**src/rtl/fetch_pkg.sv**
```systemverilog
// Shared defaults and types for the instruction-fetch stage.
package fetch_pkg;

   localparam int              XLEN        = 32;
   localparam logic [XLEN-1:0] RESET_PC    = 32'h0000_0000;
   localparam int              INSTR_BYTES = 4;

   typedef struct packed {
      logic [XLEN-1:0] pc;
      logic [XLEN-1:0] instr;
   } fetch_entry_t;

   typedef enum logic {
      ST_IDLE = 1'b0,
      ST_RUN  = 1'b1
   } fetch_state_e;

endpackage

```
**src/rtl/fetch_fifo.sv**
```systemverilog
// Flushable FIFO of PC-tagged instructions; the head is read straight from the
// entry registers so decode sees it in the same cycle it becomes valid.
module fetch_fifo
   import fetch_pkg::*;
#(
   parameter int DEPTH = 2
) (
   input  logic                   clk,
   input  logic                   rst,
   input  logic                   push,
   input  fetch_entry_t           wdata,
   input  logic                   pop,
   input  logic                   flush,
   output logic [$clog2(DEPTH):0] count,
   output fetch_entry_t           head,
   output logic                   empty,
   output logic                   full
);

   localparam int AW = $clog2(DEPTH);

   fetch_entry_t  mem_q [DEPTH];
   logic [AW-1:0] wr_ptr_q, wr_ptr_d;
   logic [AW-1:0] rd_ptr_q, rd_ptr_d;
   logic [AW:0]   count_q, count_d;

   always_comb begin
      wr_ptr_d = wr_ptr_q;
      rd_ptr_d = rd_ptr_q;
      count_d  = count_q;
      if (flush) begin
         wr_ptr_d = '0;
         rd_ptr_d = '0;
         count_d  = '0;
      end else begin
         if (push) wr_ptr_d = wr_ptr_q + AW'(1);
         if (pop)  rd_ptr_d = rd_ptr_q + AW'(1);
         if (push && !pop)      count_d = count_q + (AW+1)'(1);
         else if (pop && !push) count_d = count_q - (AW+1)'(1);
      end
   end

   always_ff @(posedge clk or negedge rst) begin
      if (!rst) begin
         wr_ptr_q <= '0;
         rd_ptr_q <= '0;
         count_q  <= '0;
      end else begin
         wr_ptr_q <= wr_ptr_d;
         rd_ptr_q <= rd_ptr_d;
         count_q  <= count_d;
      end
   end

   // Entry storage carries no reset: occupancy alone decides what is valid.
   for (genvar gi = 0; gi < DEPTH; gi++) begin : g_entry
      always_ff @(posedge clk) begin
         if (push && !flush && (wr_ptr_q == AW'(gi))) begin
            mem_q[gi] <= wdata;
         end
      end
   end

   assign head  = mem_q[rd_ptr_q];
   assign count = count_q;
   assign empty = (count_q == '0);
   assign full  = (count_q == (AW+1)'(DEPTH));

endmodule

```
**src/rtl/fetch_unit.sv**
```systemverilog
// Instruction-fetch stage: owns the PC, issues one-cycle-latency imem reads and
// queues PC-tagged instructions for decode behind a valid/ready handshake.
module fetch_unit
#(
   parameter int              XLEN       = fetch_pkg::XLEN,
   parameter logic [XLEN-1:0] RESET_PC   = fetch_pkg::RESET_PC,
   parameter int              FIFO_DEPTH = 2
) (
   input  logic            clk,
   input  logic            rst,
   output logic            imem_req,
   output logic [XLEN-1:0] imem_addr,
   input  logic [XLEN-1:0] imem_rdata,
   input  logic            redirect_valid,
   input  logic [XLEN-1:0] redirect_pc,
   output logic            instr_valid,
   input  logic            instr_ready,
   output logic [XLEN-1:0] instr,
   output logic [XLEN-1:0] instr_pc
);

   import fetch_pkg::*;

   localparam int              AW         = $clog2(FIFO_DEPTH);
   localparam logic [XLEN-1:0] ALIGN_MASK = ~XLEN'(INSTR_BYTES - 1);
   localparam logic [XLEN-1:0] PC_STEP    = XLEN'(INSTR_BYTES);
   localparam logic [AW:0]     DEPTH_W    = (AW+1)'(FIFO_DEPTH);

   fetch_state_e    state_q;
   logic [XLEN-1:0] pc_q, pc_d;
   logic [XLEN-1:0] resp_pc_q, resp_pc_d;
   logic            inflight_q;
   logic            kill_q;

   logic            pop;
   logic            push;
   logic            issue;
   logic [AW:0]     fifo_count;
   logic [AW:0]     occupancy;
   logic [AW:0]     budget;
   logic            fifo_empty;
   logic            fifo_full;
   fetch_entry_t    push_entry;
   fetch_entry_t    head_entry;

   assign pop  = !fifo_empty && instr_ready && !redirect_valid;
   assign push = inflight_q && !kill_q && !redirect_valid && (state_q == ST_RUN);

   // Entries already queued plus the one in flight must leave room after this
   // cycle's pop, so every issued read is guaranteed a slot when it returns.
   assign occupancy = fifo_count + (AW+1)'(inflight_q);
   assign budget    = DEPTH_W + (AW+1)'(pop);
   assign issue     = rst && !redirect_valid && (occupancy < budget);

   assign imem_req  = issue;
   assign imem_addr = pc_q & ALIGN_MASK;

   always_comb begin
      pc_d      = pc_q;
      resp_pc_d = resp_pc_q;
      if (redirect_valid) begin
         pc_d = redirect_pc & ALIGN_MASK;
      end else if (issue) begin
         pc_d      = pc_q + PC_STEP;
         resp_pc_d = pc_q & ALIGN_MASK;
      end
   end

   always_ff @(posedge clk or negedge rst) begin
      if (!rst) begin
         state_q    <= ST_IDLE;
         pc_q       <= RESET_PC & ALIGN_MASK;
         resp_pc_q  <= '0;
         inflight_q <= 1'b0;
         kill_q     <= 1'b0;
      end else begin
         case (state_q)
            ST_IDLE: state_q <= ST_RUN;
            default: state_q <= ST_RUN;
         endcase
         pc_q       <= pc_d;
         resp_pc_q  <= resp_pc_d;
         inflight_q <= issue;
         kill_q     <= redirect_valid && inflight_q;
      end
   end

   assign push_entry.pc    = resp_pc_q;
   assign push_entry.instr = imem_rdata;

   fetch_fifo #(
      .DEPTH (FIFO_DEPTH)
   ) u_fifo (
      .clk   (clk),
      .rst   (rst),
      .push  (push),
      .wdata (push_entry),
      .pop   (pop),
      .flush (redirect_valid),
      .count (fifo_count),
      .head  (head_entry),
      .empty (fifo_empty),
      .full  (fifo_full)
   );

   assign instr_valid = !fifo_empty;
   assign instr       = fifo_empty ? '0 : head_entry.instr;
   assign instr_pc    = fifo_empty ? '0 : head_entry.pc;

   a_no_overflow: assert property (@(posedge clk) disable iff (!rst)
      !(push && fifo_full && !pop));

endmodule

```
**config.mk**
```make
export PLATFORM = sky130hd
export DESIGN_NAME = fetch_unit
export DESIGN_NICKNAME = d
export VERILOG_FILES = /design/src/rtl/fetch_pkg.sv /design/src/rtl/fetch_fifo.sv /design/src/rtl/fetch_unit.sv
export SDC_FILE = /design/constraint.sdc
export NUM_CORES = 1
export LEC_CHECK = 0
export CAP_MARGIN = 0
export CORE_UTILIZATION = 55
export CTS_CLUSTER_SIZE = 10
export DETAILED_ROUTE_END_ITERATION = 10
export PLACE_DENSITY_LB_ADDON = 0.25
export RECOVER_POWER = 50
export SLEW_MARGIN = 40
export SYNTH_ARGS = -nofsm -noshare
export SYNTH_HDL_FRONTEND = slang
export SYNTH_SLANG_ARGS = --single-unit
```
**constraint.sdc**
```tcl
create_clock -name clk -period 7.47 [get_ports clk]
set_clock_uncertainty 0.05 [all_clocks]
set_input_delay 1.494 -clock clk [delete_from_list [all_inputs] [get_ports clk]]
set_output_delay 1.494 -clock clk [all_outputs]
set_load 0.05 [all_outputs]
```
; ---- Yosys cells after proc, flatten, opt, wreduce, memory -nomap -nowiden
; Memories as Yosys holds them, arrays and structs flattened.
; Cells that the tools add are included.
[op_classes]
muxes = 18
bitwise_logic = 2
n_lt_le_gt_ge = 1
reduce_logical = 25
n_addsub = 7
[ops]
columns = op, n
row1 = 32-bit two-way mux, 4
row2 = 62-bit two-way mux, 1
row3 = 62-bit OR reduction, 1
row4 = 32-bit by 3-bit adder with 32-bit output (second input constant), 1
row5 = 1-bit logical AND, 13
row6 = 1-bit two-way mux, 10
row7 = 2-bit two-way mux, 3
row8 = 2-bit nonzero test, 3
row9 = 1-bit zero test, 5
row10 = 3-bit nonzero test, 1
row11 = 1-bit adder (second input constant), 2
row12 = 2-bit by 1-bit adder with 2-bit output, 1
row13 = 2-bit by 1-bit adder with 2-bit output (first input constant), 1
row14 = 2-bit by 1-bit adder with 2-bit output (second input constant), 1
row15 = 2-bit zero test, 1
row16 = 2-bit less-than comparator, 1
row17 = 1-bit inverter, 2
row18 = 2-bit AND reduction, 1
row19 = 2-bit by 1-bit subtractor with 2-bit output (second input constant), 1
[totals]
reg_bits = 69
ramBits = 124
elab_cells = 62
n_memories = 1
[memory_table]
columns = name, depth, word_bits, read_ports, rd_ports_with_merged_regs, write_ports, line_no
row1 = u_fifo.mem_q, 2, 62, 1, 0, 1, fetch_fifo.sv:22  ; fetch_entry_t mem_q [DEPTH];

; ---- Depth between registers and ports, before layout
[depth]
ltp_word = 10
mapped_depth = 7
ltp_nobuf = 5

; ---- Hierarchy
; Synthesis repeated with hierarchy kept, for this count alone.
[hier_totals]
cells_unflattened = 568
hier_area_um2 = 8501.9
[by_module_without_submodules]
columns = module, n_inst, area_per_inst_um2, cells_each
row1 = fetch_fifo, 1, 5038.6, 220
row2 = fetch_unit, 1, 3463.3, 348

; ---- Least setup slack after synthesis
; OpenSTA, ideal clock, no wires.
[synth_timing]
path_type = in2reg
start = input port redirect_valid
end = memory u_fifo.mem_q[0][0] (netlist bit), enable pin
setup_ps = 491
cell_stages = 4
n_path_buf = 2
slack_ps = 1875
arrival_ps = 5054
path_cell_list = clkbuf_1 -> nor4bb_1 -> clkbuf_1 -> nor2b_1
[synth_between]
elab_chain_cells = 9
[synth_rtl]
columns = element, line_no
row1 = "start, declared", fetch_unit.sv:14  ; input logic redirect_valid,
row2 = 1-bit zero test (*), "fetch_fifo.sv:58, fetch_unit.sv:47"
row3 = 1-bit logical AND (2 in a row), fetch_unit.sv:47  ; assign push = inflight_q && !kill_q && !redirect_valid && (state_q == ST_RUN);
row4 = 1-bit logical AND (*), fetch_fifo.sv:58  ; if (push && !flush && (wr_ptr_q == AW'(gi))) begin
row5 = 1-bit logical AND, fetch_fifo.sv:58
row6 = 1-bit two-way mux, fetch_fifo.sv:58
row7 = 1-bit two-way mux (implied by the code), fetch_fifo.sv:59  ; mem_q[gi] <= wdata;
row8 = 62-bit OR reduction (no source line), n/a
row9 = 1-bit two-way mux (no source line), n/a
row10 = "end, declared", fetch_fifo.sv:22
; Mark *: on every way between the ends. The rest lies on a longest branch, timed or not.

; ---- Worst setup path in the final report
[layout_timing]
start = input port redirect_valid
end = output port imem_req
[layout_between]
elab_chain_cells = 5
[layout_rtl]
columns = element, line_no
row1 = 1-bit zero test (*), "fetch_unit.sv:46, fetch_unit.sv:53"
row2 = 1-bit logical AND, fetch_unit.sv:46  ; assign pop = !fifo_empty && instr_ready && !redirect_valid;
row3 = 2-bit by 1-bit adder with 2-bit output, fetch_unit.sv:52  ; assign budget = DEPTH_W + (AW+1)'(pop);
row4 = 2-bit less-than comparator, fetch_unit.sv:53  ; assign issue = rst && !redirect_valid && (occupancy < budget);
row5 = 1-bit logical AND (*), fetch_unit.sv:53
row6 = "end, declared", fetch_unit.sv:11  ; output logic imem_req,
; Marked as above.

==> results.md <==
* Core area at 14,500 um2
* Routed WL at between 15,000 and 20,000 um
* DR vias at around 5,700
* Reg2reg setup slack at roughly 3600 ps
* Crit path kind: input port to output port
* Max-slew headroom at -0.574
* Setup TNS at 0 ps
* WP data arrival at 4680 ps
* Max_cap viols at 2
* Max Root-Sink Buffers at 2
* Main synth FF type: edfxtp_1
* H-tree Lvls at 4
* First-pass GRT wire length at 27,400 um
* Power per standard cell area at about 240 nW/um2
* Worst Max-Slew Pin Slew at between 2000 and 2500 ps
* Starting Density at 0.565
* Share of layout cells above drive strength 1 at 0.0977
* FF-to-FF Start: inflight_q
* Area of the die at 15,400 um2
* Area Growth Syn to Fin at 28.6%
* Drt pass-1 iters at 5
* Synth async-reset ratio at 0.351
* Fin nets at 845
* Commonest cells after routing, fill and taps aside: 125 x clkdlybuf4s50_1, 124 x edfxtp_1, 91 x nor2_1
* Inserted Clock Buffers at 17
* Sink Count at 191
* Data required time of the worst path at 5930 ps
* Post-CTS Hold Fix Bufs at 0
* CTS tree: yes
* Routed Antenna Nets at 0
* Final Power at 2.52 mW
* Startpoint Class: input port
* Fill cell count at 982
* ANT cells at 0
* Worst-path clk slew at 70 ps
* Die H at 124 um
* Worst Hold Class: flop to flop
* CP max FO at 55
* Hold slack at 413 ps
* Final Cycle Share at 0.833
* Commonest non-fill, non-tap cell in the layout: clkdlybuf4s50_1
* R2R depth at 4
* Post-synth EDFFs at approximately 120
* Clk Latency, worst-skew pair at 430 ps
* Die W at 124 um
* Post-Place Cell Area at 10,000 um2
* CTS Root Cell: clkbuf_16
* Hold endpoint: u_fifo.mem_q[0][42]
* Post-cts resize count at 0
* Failing checks: capacitance limit, slew limit
* Final instance area at 10,600 um2
* Initial DRC count at 673
* Max Clk Rate at 161 MHz
* Synth Warn # at 0
* Fin cells at 972
* Fin. max-slew vios at 88
* Status: complete, but fails checks
* Hold Path Stages at 0
* DP Cell Count at 940
* Rows at 44
* Initial antenna violation count at 0
* Post-Syn Area at 8210 um2
* Post-synth cell types at 60
* Grt total ovfl at 0
* Largest net degree at the start of global routing at 74
* Hold path start: resp_pc_q[12]
* FF+latch count, synth at ~190
* DRC violations left at 0
* Setup crit end kind: output port
* Synthesized area per cell at 13.2 um2
* # Post-CTS Setup Buffers at 0
* DP Wirelength at 12,100 um
* Fin. Hold Viols at 0
* Syn Inst Count at 621
* Setup-failing EPs final at 0
* Peak VDD IR at ~170 uV
* # IOs at 166
* FF-to-FF End: u_fifo.mem_q[1][30]
* Number of global-route vias before repair at 5,473
* Sequential-to-total area share from yosys stat at 0.658
* Leak at 3.62 nW
* Port buffer count at roughly 160
* Final Critical Period at 6220 ps
* GR Util All Layers at 0.239
* RePlAce Congestion at 0.946
* Wire length per cell at 18.8 um
* RSZ-0062 raised after global routing: false
* Routed vias/inst at 5.90
metrics by stage:
step / util / worst slack (ps)
global route: 0.726 / 975
global placement: 0.684 / 1810
floorplan: - / 1880
finish: 0.726 / 1250
CTS: 0.727 / 1720
detailed placement: 0.688 / 1740
synth_stat cells (2+ instances only):
| library cell | count | area, um2 |
|---|---|---|
| edfxtp_1 | 124 | 3720 |
| nor2_1 | 92 | 345 |
| dfrtp_1 | 67 | 1680 |
| mux2i_1 | 63 | 631 |
| o21ai_0 | 28 | 140 |
| clkbuf_1 | 24 | 90.1 |
| mux2_2 | 23 | 259 |
| a31oi_1 | 17 | 106 |
| nand3_1 | 16 | 80.1 |
| nand2_1 | 15 | 56.3 |
| nand4_1 | 14 | 87.6 |
| inv_1 | 11 | 41.3 |
| nor2b_1 | 10 | 62.6 |
| or4_1 | 10 | 75.1 |
| a22oi_1 | 7 | 52.6 |
| buf_1 | 7 | 26.3 |
| nor4_1 | 7 | 43.8 |
| o31ai_1 | 7 | 52.6 |
| or4b_1 | 5 | 50.1 |
| buf_4 | 4 | 30.0 |
| o31a_1 | 4 | 35.0 |
| o41ai_1 | 4 | 35.0 |
| xor2_1 | 4 | 35.0 |
| a211oi_1 | 3 | 22.5 |
| a31o_2 | 3 | 26.3 |
| and3_1 | 3 | 18.8 |
| buf_2 | 3 | 15.0 |
| nor3_1 | 3 | 15.0 |
| or3_1 | 3 | 18.8 |
| and2_1 | 2 | 12.5 |
| and4_1 | 2 | 17.5 |
| conb_1 | 2 | 7.51 |
| ha_1 | 2 | 25.0 |
| nand2b_1 | 2 | 12.5 |
| nand4b_1 | 2 | 17.5 |
| o2111ai_1 | 2 | 17.5 |
| o211ai_1 | 2 | 15.0 |
| xnor2_1 | 2 | 17.5 |
report_power, final:
group	total [mW]	leakage, nW	switching (mW)	internal (mW)
registers	1.27	1.89	0.0612	1.21
logic	0.391	1.48	0.240	0.151
clock network	0.862	0.255	0.392	0.469
flip-flops by register name, indices dropped and copies added (netlist names):
register,count
u_fifo.rd_ptr_q,1
u_fifo.mem_q,124
state_q,1
kill_q,1
pc_q,30
inflight_q,1
u_fifo.count,2
u_fifo.wr_ptr_q,1
resp_pc_q,30
critical path, cell delays in order:
cell and delay (ps):
buf_2 90, clkbuf_1 1620, clkinv_1 230, buf_4 340, nand2_1 120, inv_1 60, clkdlybuf4s50_1 700
worst max-delay path by stage:
stage	depth (start not counted)	from	to
after floorplan	4	redirect_valid	u_fifo.mem_q[0][0]
after global placement	6	instr_ready	imem_req
after detailed placement	6	instr_ready	imem_req
after CTS	6	instr_ready	imem_req
after global routing	7	redirect_valid	imem_req
final	7	redirect_valid	imem_req
logic make-up after synthesis:
kind of cell             share of synthesized area
buffers and inverters                       0.0265
XOR/XNOR                                   0.00640
other                                     0.000915
flip-flops                                   0.658
multiplexers                                 0.108
AO/OA/AOI/OAI                               0.0768
AND/OR/NAND/NOR                              0.120
adder cells (fa/ha/maj)                    0.00305
area by class of cell:
type	count	area, um2	share of cell area
Clock buffer	20	447	0.0423
Clock inverter	12	113	0.0107
Inverter	12	45.0	0.00427
Multi-Input combinational cell	382	2610	0.247
Sequential cell	191	5400	0.512
Tap cell	184	230	0.0218
Timing Repair Buffer	171	1700	0.161
layer usage:
layer	vias up	global-route usage	routed length, um
met2	267	0.387	8830
met1	2787	0.317	7720
met5	-	0	0
met3	40	0.0536	1330
met4	0	0.0856	391
li1	2641	-	-
No activity file was read; power rests on OpenSTA's default activity.
